`src/rtl/generador_pasos_pkg.sv`:
```
// generador_pasos_pkg: state encoding and direction constants shared by the step generator
package generador_pasos_pkg;
    typedef enum logic [1:0] {IDLE = 2'd0, SETUP = 2'd1, HIGH = 2'd2, LOW = 2'd3} estado_t;
    localparam logic DIR_UP = 1'b1;
    localparam logic DIR_DN = 1'b0;
endpackage

```
`src/rtl/generador_pasos_temporizador_fase.sv`:
```
// temporizador_fase: loadable down-counter timing both the setup gap and the pulse phases
module temporizador_fase
    import generador_pasos_pkg::*;
#(
    parameter int W = 8
) (
    input  logic         clk,
    input  logic         rst,
    input  logic         start,
    input  logic [W-1:0] carga,
    output logic         zero
);
    logic [W-1:0] cnt_q, cnt_d;
    always_comb cnt_d = start ? carga : (cnt_q != '0 ? cnt_q - 1'b1 : cnt_q);
    always_ff @(posedge clk or posedge rst)
        if (rst) cnt_q <= '0;
        else cnt_q <= cnt_d;
    assign zero = cnt_q == '0;
endmodule

```
`src/rtl/generador_pasos.sv`:
```
// generador_pasos: step/direction pulse generator mirroring the downstream counter position
module generador_pasos #(
    parameter int WIDTH = 4,
    parameter int DIV_W = 8,
    parameter int SETUP = 2
) (
    input  logic             clk,
    input  logic             rst,
    input  logic             load,
    input  logic [WIDTH-1:0] target,
    input  logic [DIV_W-1:0] period,
    input  logic             abort,
    output logic             nxt,
    output logic             dir,
    output logic             busy,
    output logic             done,
    output logic [WIDTH-1:0] pos
);
    import generador_pasos_pkg::*;
    localparam logic [DIV_W-1:0] SETUP_CARGA = DIV_W'(SETUP - 1);
    estado_t est_q, est_d;
    logic [WIDTH-1:0] tgt_q, tgt_d, pos_q, pos_d;
    logic [DIV_W-1:0] per_q, per_d, carga;
    logic dir_q, dir_d, nxt_q, nxt_d, busy_q, busy_d, done_q, done_d, abort_q, abort_d;
    logic start, zero, sube;
    temporizador_fase #(.W(DIV_W)) u_tmp (
        .clk   (clk),
        .rst   (rst),
        .start (start),
        .carga (carga),
        .zero  (zero)
    );
    always_comb begin
        est_d   = est_q;
        tgt_d   = tgt_q;
        per_d   = per_q;
        pos_d   = pos_q;
        dir_d   = dir_q;
        done_d  = 1'b0;
        abort_d = abort_q | (abort && est_q != IDLE);
        start   = 1'b0;
        carga   = per_q - 1'b1;
        sube    = tgt_q > pos_q;
        case (est_q)
            IDLE: if (load) begin
                tgt_d = target;
                per_d = period == '0 ? DIV_W'(1) : period;
                if (target == pos_q) done_d = 1'b1;
                else begin
                    dir_d = target > pos_q ? DIR_UP : DIR_DN;
                    est_d = generador_pasos_pkg::SETUP;
                    start = 1'b1;
                    carga = SETUP_CARGA;
                end
            end
            generador_pasos_pkg::SETUP: if (zero) begin
                est_d = HIGH;
                start = 1'b1;
            end
            HIGH: if (zero) begin
                est_d = LOW;
                start = 1'b1;
            end
            LOW: if (zero) begin
                if (pos_q == tgt_q || abort_q) begin
                    est_d  = IDLE;
                    done_d = 1'b1;
                end else if ((sube ? DIR_UP : DIR_DN) == dir_q) begin
                    est_d = HIGH;
                    start = 1'b1;
                end else begin
                    dir_d = sube ? DIR_UP : DIR_DN;
                    est_d = generador_pasos_pkg::SETUP;
                    start = 1'b1;
                    carga = SETUP_CARGA;
                end
            end
        endcase
        // A load mid-move only retargets; the period stays fixed until the move ends
        if (load && est_q != IDLE) tgt_d = target;
        if (est_d == HIGH && est_q != HIGH) pos_d = dir_d == DIR_UP ? pos_q + 1'b1 : pos_q - 1'b1;
        if (est_d == IDLE) abort_d = 1'b0;
        nxt_d  = est_d == HIGH;
        busy_d = est_d != IDLE;
    end
    always_ff @(posedge clk or posedge rst)
        if (rst) begin
            est_q   <= IDLE;
            tgt_q   <= '0;
            per_q   <= '0;
            pos_q   <= '0;
            dir_q   <= 1'b0;
            nxt_q   <= 1'b0;
            busy_q  <= 1'b0;
            done_q  <= 1'b0;
            abort_q <= 1'b0;
        end else begin
            est_q   <= est_d;
            tgt_q   <= tgt_d;
            per_q   <= per_d;
            pos_q   <= pos_d;
            dir_q   <= dir_d;
            nxt_q   <= nxt_d;
            busy_q  <= busy_d;
            done_q  <= done_d;
            abort_q <= abort_d;
        end
    assign nxt  = nxt_q;
    assign dir  = dir_q;
    assign busy = busy_q;
    assign done = done_q;
    assign pos  = pos_q;
endmodule

```
`config.mk`:
```
export PLATFORM = sky130hd
export DESIGN_NAME = generador_pasos
export DESIGN_NICKNAME = d
export VERILOG_FILES = /design/src/rtl/generador_pasos_pkg.sv /design/src/rtl/generador_pasos_temporizador_fase.sv /design/src/rtl/generador_pasos.sv
export SDC_FILE = /design/constraint.sdc
export NUM_CORES = 1
export LEC_CHECK = 0
export ABC_AREA = 0
export CORE_ASPECT_RATIO = 0.6
export CORE_MARGIN = 8
export CORE_UTILIZATION = 50
export CTS_CLUSTER_DIAMETER = 200
export DETAILED_ROUTE_END_ITERATION = 12
export GPL_TIMING_DRIVEN = 0
export PLACE_DENSITY = 0.71
export SETUP_SLACK_MARGIN = 0.15
export SYNTH_ARGS = -nofsm -noshare
export SYNTH_HDL_FRONTEND = slang
export SYNTH_HIERARCHICAL = 1
export SYNTH_SLANG_ARGS = --single-unit
```
`constraint.sdc`:
```
create_clock -name clk -period 10 [get_ports clk]
set_input_delay 2 -clock clk [delete_from_list [all_inputs] [get_ports clk]]
set_output_delay 2 -clock clk [all_outputs]
set_load 0.05 [all_outputs]
```
## Word level (Yosys, flattened, before mapping)

Index checks and enable logic that the tools add are counted.

| storage, ports and cells | value |
|---|---|
| bits in registers | 31 |

| operators by class | value |
|---|---|
| $add $sub $neg | 4 |
| order comparisons | 2 |
| equal/unequal tests | 8 |
| mux-type cells | 41 |
| bitwise gates (word level) | 1 |
| reductions and logical operators | 17 |

Operators with widths:

| operator | number |
|---|---|
| 8-bit 2-to-1 mux | 8 |
| 1-bit 2-to-1 mux | 17 |
| 8-bit logical NOT | 2 |
| 4-bit 2-to-1 mux | 4 |
| 8-bit one-hot mux with 2 select lines | 1 |
| 8-bit by 1-bit subtractor with 8-bit output, second input constant | 2 |
| 2-bit 2-to-1 mux | 7 |
| 2-bit nonzero test | 5 |
| 4-bit equality test | 2 |
| 4-bit greater-than comparator | 2 |
| 2-bit one-hot mux with 4 select lines | 1 |
| 8-bit nonzero test | 1 |
| 2-bit equality test, second input constant | 3 |
| 4-bit by 1-bit adder with 4-bit output, second input constant | 1 |
| 2-bit logical NOT | 2 |
| 1-bit one-hot mux with 2 select lines | 2 |
| 2-bit AND reduction | 2 |
| 4-bit by 1-bit subtractor with 4-bit output, second input constant | 1 |
| 1-bit logical AND | 3 |
| 1-bit one-hot mux with 3 select lines | 1 |
| 2-bit by 1-bit equality test with 1-bit output, second input constant | 1 |
| 2-bit != test, second input constant | 1 |
| 2-bit OR reduction | 1 |
| 1-bit equality test | 1 |
| other kinds (2) | 2 |

## Logic depth before layout (Yosys ltp)

Gate-level depths: netlist of run 1.

| logic depth | value |
|---|---|
| depth after elaboration | 9 |
| depth in mapped cells | 15 |
| gate-level depth less buffers | 14 |

## Hierarchy

Netlist of run 1, hierarchy kept.

By module, submodules not included:

| module | instances | cells each | area an instance (µm²) | sequential area each (µm²) |
|---|---|---|---|---|
| generador_pasos | 1 | 162 | 1,632.8 | 575.6 |
| temporizador_fase | 1 | 58 | 519.2 | 200.2 |

## Worst setup path after synthesis of run 1

No wires, ideal clock.

| timing path | value |
|---|---|
| path kind | in2reg |
| start point | input port target[0] |
| end point | register pos_q[3], in the netlist pos[3] |
| data arrival time | 4.138 ns |
| setup slack | 5.738 ns |
| stages on the path | 13 |
| path buffers | 0 |
| cells stage by stage | inv_1 ha_1 nand4_2 a21oi_2 o31a_1 or3_1 inv_1 ha_1 a21o_1 a21oi_1 o31a_1 nor3_2 xnor2_1 |

| on the way | value |
|---|---|
| longest elaborated chain between the ends | 6 |
| elaborated cells between the ends (all ways) | 12 |
| classes of those cells | 1 x order compare; 2 x eq/ne; 8 x mux; 1 x reduce/logical |

Ends and longest elaborated chain:

| element | RTL line | RTL |
|---|---|---|
| from (decl) | generador_pasos.sv:10 | `input logic [WIDTH-1:0] target,` |
| 4-bit greater-than comparator | generador_pasos.sv:50 | `dir_d = target > pos_q ? DIR_UP : DIR_DN;` |
| 1-bit 2-to-1 mux | generador_pasos.sv:50 |  |
| 1-bit 2-to-1 mux * | generador_pasos.sv:48 | `if (target == pos_q) done_d = 1'b1;` |
| 1-bit 2-to-1 mux * | generador_pasos.sv:45 | `IDLE: if (load) begin` |
| 1-bit one-hot mux with 2 select lines * | generador_pasos.sv:44 | `case (est_q)` |
| via dir_d | generador_pasos.sv:24 | `logic dir_q, dir_d, nxt_q, nxt_d, busy_q, busy_d, done_q, done_d, abort_q, abort_d;` |
| 4-bit 2-to-1 mux * | generador_pasos.sv:81 | `if (est_d == HIGH && est_q != HIGH) pos_d = dir_d == DIR_UP ? pos_q + 1'b1 : pos_q - 1'b1;` |
| to (signal assigned) | generador_pasos.sv:101 | `pos_q <= pos_d;` |
| to (decl) | generador_pasos.sv:22 | `logic [WIDTH-1:0] tgt_q, tgt_d, pos_q, pos_d;` |

Mark *: on every way through the listed nets, which the timed path passes. The rest lies on a longest branch.
A chain may end at the register's enable or synchronous reset.

## Worst setup path after layout of run 1

Ends and elaborated chain as after synthesis.

==> results of run 1 <==
## registers in the layout, indices dropped and copies added, names as in the netlist
register	cells
u_tmp/cnt_q	8
per_q	8
done	1
nxt	1
abort_q	1
dir	1
busy	1
tgt_q	4
est_q	2
pos	4
## path summary, 6_finish.rpt
check / endpoint / slack [ns] / cells past startpoint
setup / recovery: pos[3] / 5.31 / 14
hold / removal: tgt_q[2] / 0.52 / 1
setup reg to reg: pos[3] / 6.38 / 15
hold reg to reg: tgt_q[2] / 0.52 / 1
max in group asynchronous: est_q[1] / 7.17 / 2
min in group asynchronous: u_tmp/cnt_q[5] / 2.00 / 2
## final cells by class
cell class / instances / area share
sequential: 31 / 0.3024
clock buffer: 6 / 0.03220
timing repair buffer: 22 / 0.08585
tap: 60 / 0.02927
buffer: 6 / 0.01073
clock inverter: 2 / 0.01366
inverter: 21 / 0.03073
multi-input combinational: 162 / 0.4951
## per-stage QoR
stage	instances	util
after global routing	310	0.6223
after global placement	302	0.5938
after floorplan	220	-
after detailed placement	302	0.5938
after CTS	310	0.6223
final	310	0.6223
## power groups by stage
stage / clock [mW] / combinational (mW) / sequential (mW)
floorplan: 0 / 0.402 / 0.274
global placement: 0 / 0.546 / 0.243
detailed placement: 0 / 0.555 / 0.245
CTS: 0.132 / 0.557 / 0.243
global route: 0.137 / 0.616 / 0.253
finish: 0.129 / 0.557 / 0.245
## critical path, stage by stage
cell,delay [ns]
clkdlybuf4s50_1,0.47
inv_1,0.04
ha_1,0.30
nand4_2,0.15
a21oi_2,0.11
o31a_1,0.30
or3_1,0.41
inv_1,0.10
ha_1,0.22
a21o_1,0.17
a21oi_1,0.20
o31a_1,0.18
nor3_2,0.05
xnor2_1,0.13
## placed cells by master, fill, tap and decap left out, drive strengths merged, types with 2 or more instances in the layout
| cell type | count |
|---|---|
| mux2 | 10 |
| clkdlybuf4s50 | 22 |
| a21oi | 12 |
| dfrtp | 31 |
| xnor2 | 8 |
| nor2 | 20 |
| nand3 | 5 |
| a211oi | 2 |
| clkbuf | 10 |
| nor4 | 3 |
| ha | 16 |
| nand4 | 3 |
| o21ai | 3 |
| nand2 | 19 |
| inv | 21 |
| a211o | 2 |
| o31a | 3 |
| nor2b | 4 |
| nor3 | 11 |
| o21a | 3 |
| xor2 | 4 |
| nor4b | 2 |
| buf | 2 |
| o2111ai | 3 |
| a21boi | 2 |
| or3 | 2 |
| a21o | 2 |
| o31ai | 6 |
## kinds of logic after synthesis
| logic type | count (synthesis) | share of synthesized area |
|---|---|---|
| xor gates and xnor gates | 12 | 0.04884 |
| muxes | 10 | 0.05233 |
| adders and majority gates | 17 | 0.1023 |
| and+or+nand+nor | 74 | 0.1924 |
| AOI/OAI and AO/OA | 49 | 0.1942 |
| buffers and inverters | 27 | 0.04942 |
| DFF | 31 | 0.3605 |
## routing by layer
layer | up-vias | part of all wire | global-route usage
met3 | 2 | 0.074 | 0.03846
met4 | 0 | 0.0025 | 0.02804
li1 | 849 | - | -
met2 | 47 | 0.36 | 0.1872
met1 | 766 | 0.56 | 0.2213
met5 | - | 0 | 0
==> metrics.md, run 1 <==
| Metric | Value |
|---|---|
| Run status | completed |
| Slew margin rel. | 0.3848 |
| # setup viols final | 0 |
| CP arrival | 4.86 ns |
| CTS tree | built |
| Layout Nets | 282 |
| IO Count | 24 |
| Tcrit/Tclk final | 0.4688 |
| Yosys top cell by area | dfrtp_1 |
| Syn. warnings | 6 |
| Largest net degree at the start of global routing | 24 |
| Worst setup slack after placement | 5.030 ns |
| Max_cap viols | 0 |
| TritonRoute pass-1 iters | 4 |
| Sw frac | 0.4675 |
| Fin Setup TNS | 0 ns |
| Post-synth top cells | dfrtp_1, inv_1, nand2_1, nor2_1, ha_1 |
| Crit Path Max Fanout | 4 |
| Worst Clk Skew | 0.01422 ns |
| P_leak | 1.078 nW |
| Cts hold-fix bufs | 0 |
| DIE AREA | 0.006728 mm² |
| CP Capture Type | register |
| Syn_nets | 253 |
| Slew @ Worst Pin | 0.9218 ns |
| Initial Util | 0.5222 |
| Gr ovfl total | 0 |
| Clock Tree Buf Depth | 2 |
| Startpoint types | input pin |
| Critical path class | in2reg |
| WL/cell | 14.47 µm |
| Placed Instance Area | 0.002447 mm² |
| Fin area | 0.002565 mm² |
| Period minus WS final | 4.688 ns |
| Dominant synthesized flop cell | dfrtp_1 |
| Syn Area/Cell | 9.782 µm² |
| CTS Buf Count | 5 |
| Clock latency on the worst-skew pair | 0.28 ns |
| Initial antenna violation count | 0 |
| Reg power frac | 0.263 |
| Final hold viol count | 0 |
| Tightest Hold Check Type | reg2reg |
| Post-synth EDFFs | 0 |
| Area grow syn2layout | 19.19% |
| Die width | 100.7 µm |
| Vias in the first global route | 1556 |
| F_max | 213.3 MHz |
| Diode count | 0 |
| Routability cong. | 0.8385 |
| Final wirelength | 4487 µm |
| Post-cts resize count | 0 |
| Combinational share of power | 0.598 |
| Clock Pin Slew Worst Setup and Hold Paths | 0.07 ns |
| Row cnt | 18 |
| Mapped Cells | 220 |
| CTS root buffer | clkbuf_8 |
| Cell variety after synth | 53 |
| Setup bufs post-CTS | 0 |
| Area occupied by multi-input gates | 0.001270 mm² |
| H-tree Lvls | 2 |
| First-pass GRT wire length | 7514 µm |
| Crit path launch | target[0] |
| Port Buf Inserts | 22 |
| Core area | 0.004121 mm² |
| Worst Hold Launch | tgt_q[2] |
| Max-slew violations | 0 |
| Int Power | 0.4955 mW |
| Vias per cell | 5.368 |
| # DRC | 0 |
| Top-count cell post-synth | dfrtp_1 |
| Cell Pwr Density | 362.8 mW/mm² |
| Final worst slack | 5.312 ns |
| Sequential share of the synthesized area | 0.3605 |
| #FFs+latches synth | 31 |
| Most area-consuming cells after synthesis | dfrtp_1, ha_1, mux2_2 |
| Clk pwr share | 0.139 |
| Layout cell share with drive strength beyond 1 | 0.1480 |
| Layout filler cell count | 346 |
| Tightest hold margin | 0.5155 ns |
| RSZ-0062 raised after global routing | no |
| Gr usage total | 0.1431 |
| FF-to-FF Start | u_tmp/cnt_q[0] |
| Peak VDD IR | 0.1490 mV |
| Post-route ant nets | 0 |
| Detail Placement HPWL | 3488 µm |
| Die Ht | 66.82 µm |
| Synthesized cell area | 0.002152 mm² |
| Ys async rst share | 1.000 |
| Via count | 1664 |
| Overall Power | 0.9306 mW |
| Iteration-0 DRC Markers | 93 |
| Worst Path Required | 10.17 ns |
| Storage cell area | 775.7 µm² |
| Yosys top cell area share | 0.3605 |
| Clock tree sinks | 31 |
| Psw | 0.4351 mW |
(Power assumes the default switching activity.)
==> run 2, diff against run 1 <==
--- a/config.mk
+++ b/config.mk
@@ -12,7 +12,7 @@
 export CTS_CLUSTER_DIAMETER = 200
 export DETAILED_ROUTE_END_ITERATION = 12
 export GPL_TIMING_DRIVEN = 0
-export PLACE_DENSITY = 0.71
+export PLACE_DENSITY = 0.74
 export SETUP_SLACK_MARGIN = 0.15
 export SYNTH_ARGS = -nofsm -noshare
 export SYNTH_HDL_FRONTEND = slang
==> constraint.sdc (replaced) <==
create_clock -name clk -period 4.29 [get_ports clk]
set_input_delay 0.858 -clock clk [delete_from_list [all_inputs] [get_ports clk]]
set_output_delay 0.858 -clock clk [all_outputs]
set_load 0.05 [all_outputs]
==> metrics.md, run 2 (synthesis gave the netlist of run 1 again) <==
| Metric | Value |
|---|---|
| Run status | completed |
| Startpoint types | register |
| CTS tree | built |
| Final hold viol count | 0 |
| Port Buf Inserts | 22 |
| IO Count | 24 |
| # DRC | 0 |
| Peak VDD IR | 0.2826 mV |
| Reg2reg path depth | 15 |
| R2R Path End | pos[3] |
| Post-cts resize count | 0 |
| Core area | 0.004121 mm² |
| Detail Placement HPWL | 3536 µm |
| Routability cong. | 0.8432 |
| CP max-delay cell | or4b_4 |
| TritonRoute pass-1 iters | 4 |
| Most frequent cells in the layout | dfrtp_1, clkdlybuf4s50_1, inv_1 |
| First-pass GRT wire length | 7714 µm |
| Layout cell share with drive strength beyond 1 | 0.1400 |
| Iteration-0 DRC Markers | 74 |
| Gr ovfl total | 0 |
| Die Ht | 66.82 µm |
| Initial antenna violation count | 0 |
| Sw frac | 0.4874 |
| FF-to-FF Start | u_tmp/cnt_q[0] |
| Cts hold-fix bufs | 0 |
| Final worst slack | 0.6464 ns |
| Final wirelength | 4671 µm |
| Final core occ | 0.6135 |
| Via count | 1696 |
| Clock latency on the worst-skew pair | 0.28 ns |
| CP arrival | 3.81 ns |
| Tcrit/Tclk final | 0.8493 |
| Worst Hold End | tgt_q[2] |
| CTS root buffer | clkbuf_8 |
| Layout Nets | 282 |
| Clk pwr share | 0.105 |
| Worst setup slack after placement | 0.4499 ns |
| H-tree Lvls | 2 |
| Diode count | 0 |
| Tightest hold margin | 0.5191 ns |
| CTS Buf Count | 5 |
| Fin cells | 310 |
| P_leak | 1.059 nW |
| Vias in the first global route | 1603 |
| Worst Path Required | 4.46 ns |
| Clock tree sinks | 31 |
| Fin Setup TNS | 0 ns |
| F_max | 274.5 MHz |
| Slew margin rel. | 0.3828 |
| Worst Clk Skew | 0.002065 ns |
| Max_cap viols | 0 |
| Post-route ant nets | 0 |
| RSZ-0062 raised after global routing | no |
| Tightest Hold Check Type | reg2reg |
| Worst Hold Launch | tgt_q[2] |
| Largest net degree at the start of global routing | 24 |
| Max-slew violations | 0 |
| Hold Path Stages | 1 |
| Reg power frac | 0.272 |
| Internal reg-to-reg setup slack | 0.65 ns |
| Die width | 100.7 µm |
| Row cnt | 18 |
| Fin area | 0.002529 mm² |
| Period minus WS final | 3.644 ns |
| Cell Pwr Density | 834.3 mW/mm² |
| # setup viols final | 0 |
| WL/cell | 15.07 µm |
| Area grow syn2layout | 17.50% |
| Initial Util | 0.5222 |
| Setup bufs post-CTS | 0 |
| Psw | 1.028 mW |
| Crit-path cells | inv_1 > ha_1 > or4b_4 > nor2_4 > buf_4 > a21boi_1 > o31a_1 > or3_1 > inv_1 > ha_1 > a21o_1 > a21oi_1 > o31a_1 > nor3_2 > xnor2_1 |
| Cells after DPL | 302 |
| Gr usage total | 0.1465 |
| Crit path launch | u_tmp/cnt_q[0] |
| Overall Power | 2.110 mW |
| Clock Pin Slew Worst Setup and Hold Paths | 0.06 ns |
| DIE AREA | 0.006728 mm² |
| Crit Path Max Fanout | 10 |
| Placed Instance Area | 0.002447 mm² |
| Vias per cell | 5.471 |
| Combinational share of power | 0.623 |
| Int Power | 1.081 mW |
| Layout filler cell count | 377 |
| Slew @ Worst Pin | 0.9248 ns |
| Clock Tree Buf Depth | 2 |
| Most common cell after layout, fill and taps aside | dfrtp_1 |
| Largest regs | per_q (8), u_tmp/cnt_q (8) |
| Critical path class | reg2reg |
| Largest stage delay on the critical path | 0.54 ns |
| CP Capture Type | register |
-- run 2: cell count changes in the layout (fill, tap and decap cells not counted) --
cell,change
bufinv_16,-1
clkbuf_1,+2
clkbuf_8,-1
-- run 2: cell type report --
| class | count | area, µm² | area share |
|---|---|---|---|
| clock inverters | 1 | 5.005 | 0.001979 |
| flip-flops and latches | 31 | 775.7 | 0.3068 |
| multi-input cells | 162 | 1270 | 0.5022 |
| repair buffers | 22 | 220.2 | 0.08709 |
| inverters | 21 | 78.83 | 0.03117 |
| well taps | 60 | 75.07 | 0.02969 |
| clock buffers | 7 | 76.32 | 0.03018 |
| plain buffers | 6 | 27.53 | 0.01089 |
-- run 2: power groups by stage --
stage,clock (mW),combinational (mW),sequential (mW)
4_1_cts,0.227,1.31,0.571
2_1_floorplan,0,0.936,0.638
5_1_grt,0.241,1.44,0.593
6_report,0.221,1.31,0.574
3_3_place_gp,0,1.27,0.569
3_5_place_dp,0,1.30,0.574
-- run 2: worst max path at each step --
| stage | to | depth (start not counted) |
|---|---|---|
| floorplan | pos[3] | 15 |
| global placement | pos[3] | 14 |
| detailed placement | pos[3] | 14 |
| CTS | pos[3] | 15 |
| global route | pos[3] | 15 |
| finish | pos[3] | 15 |
-- run 2: layer usage --
metal / vias up / part of all wire / track usage
met5: - / 0 / 0
met4: 0 / 0.011 / 0.04860
met3: 6 / 0.055 / 0.04262
met2: 45 / 0.38 / 0.1880
met1: 798 / 0.56 / 0.2209
li1: 847 / - / -
-- run 2: worst max-delay path, delay by kind of cell (launching register included) --
| family | cells | cell delay (ns) |
|---|---|---|
| simple gates | 4 | 1.18 |
| compound gates | 5 | 0.93 |
| buf+inv | 3 | 0.38 |
| xor+xnor | 1 | 0.13 |
| flops | 1 | 0.42 |
| fa+ha+maj | 2 | 0.48 |
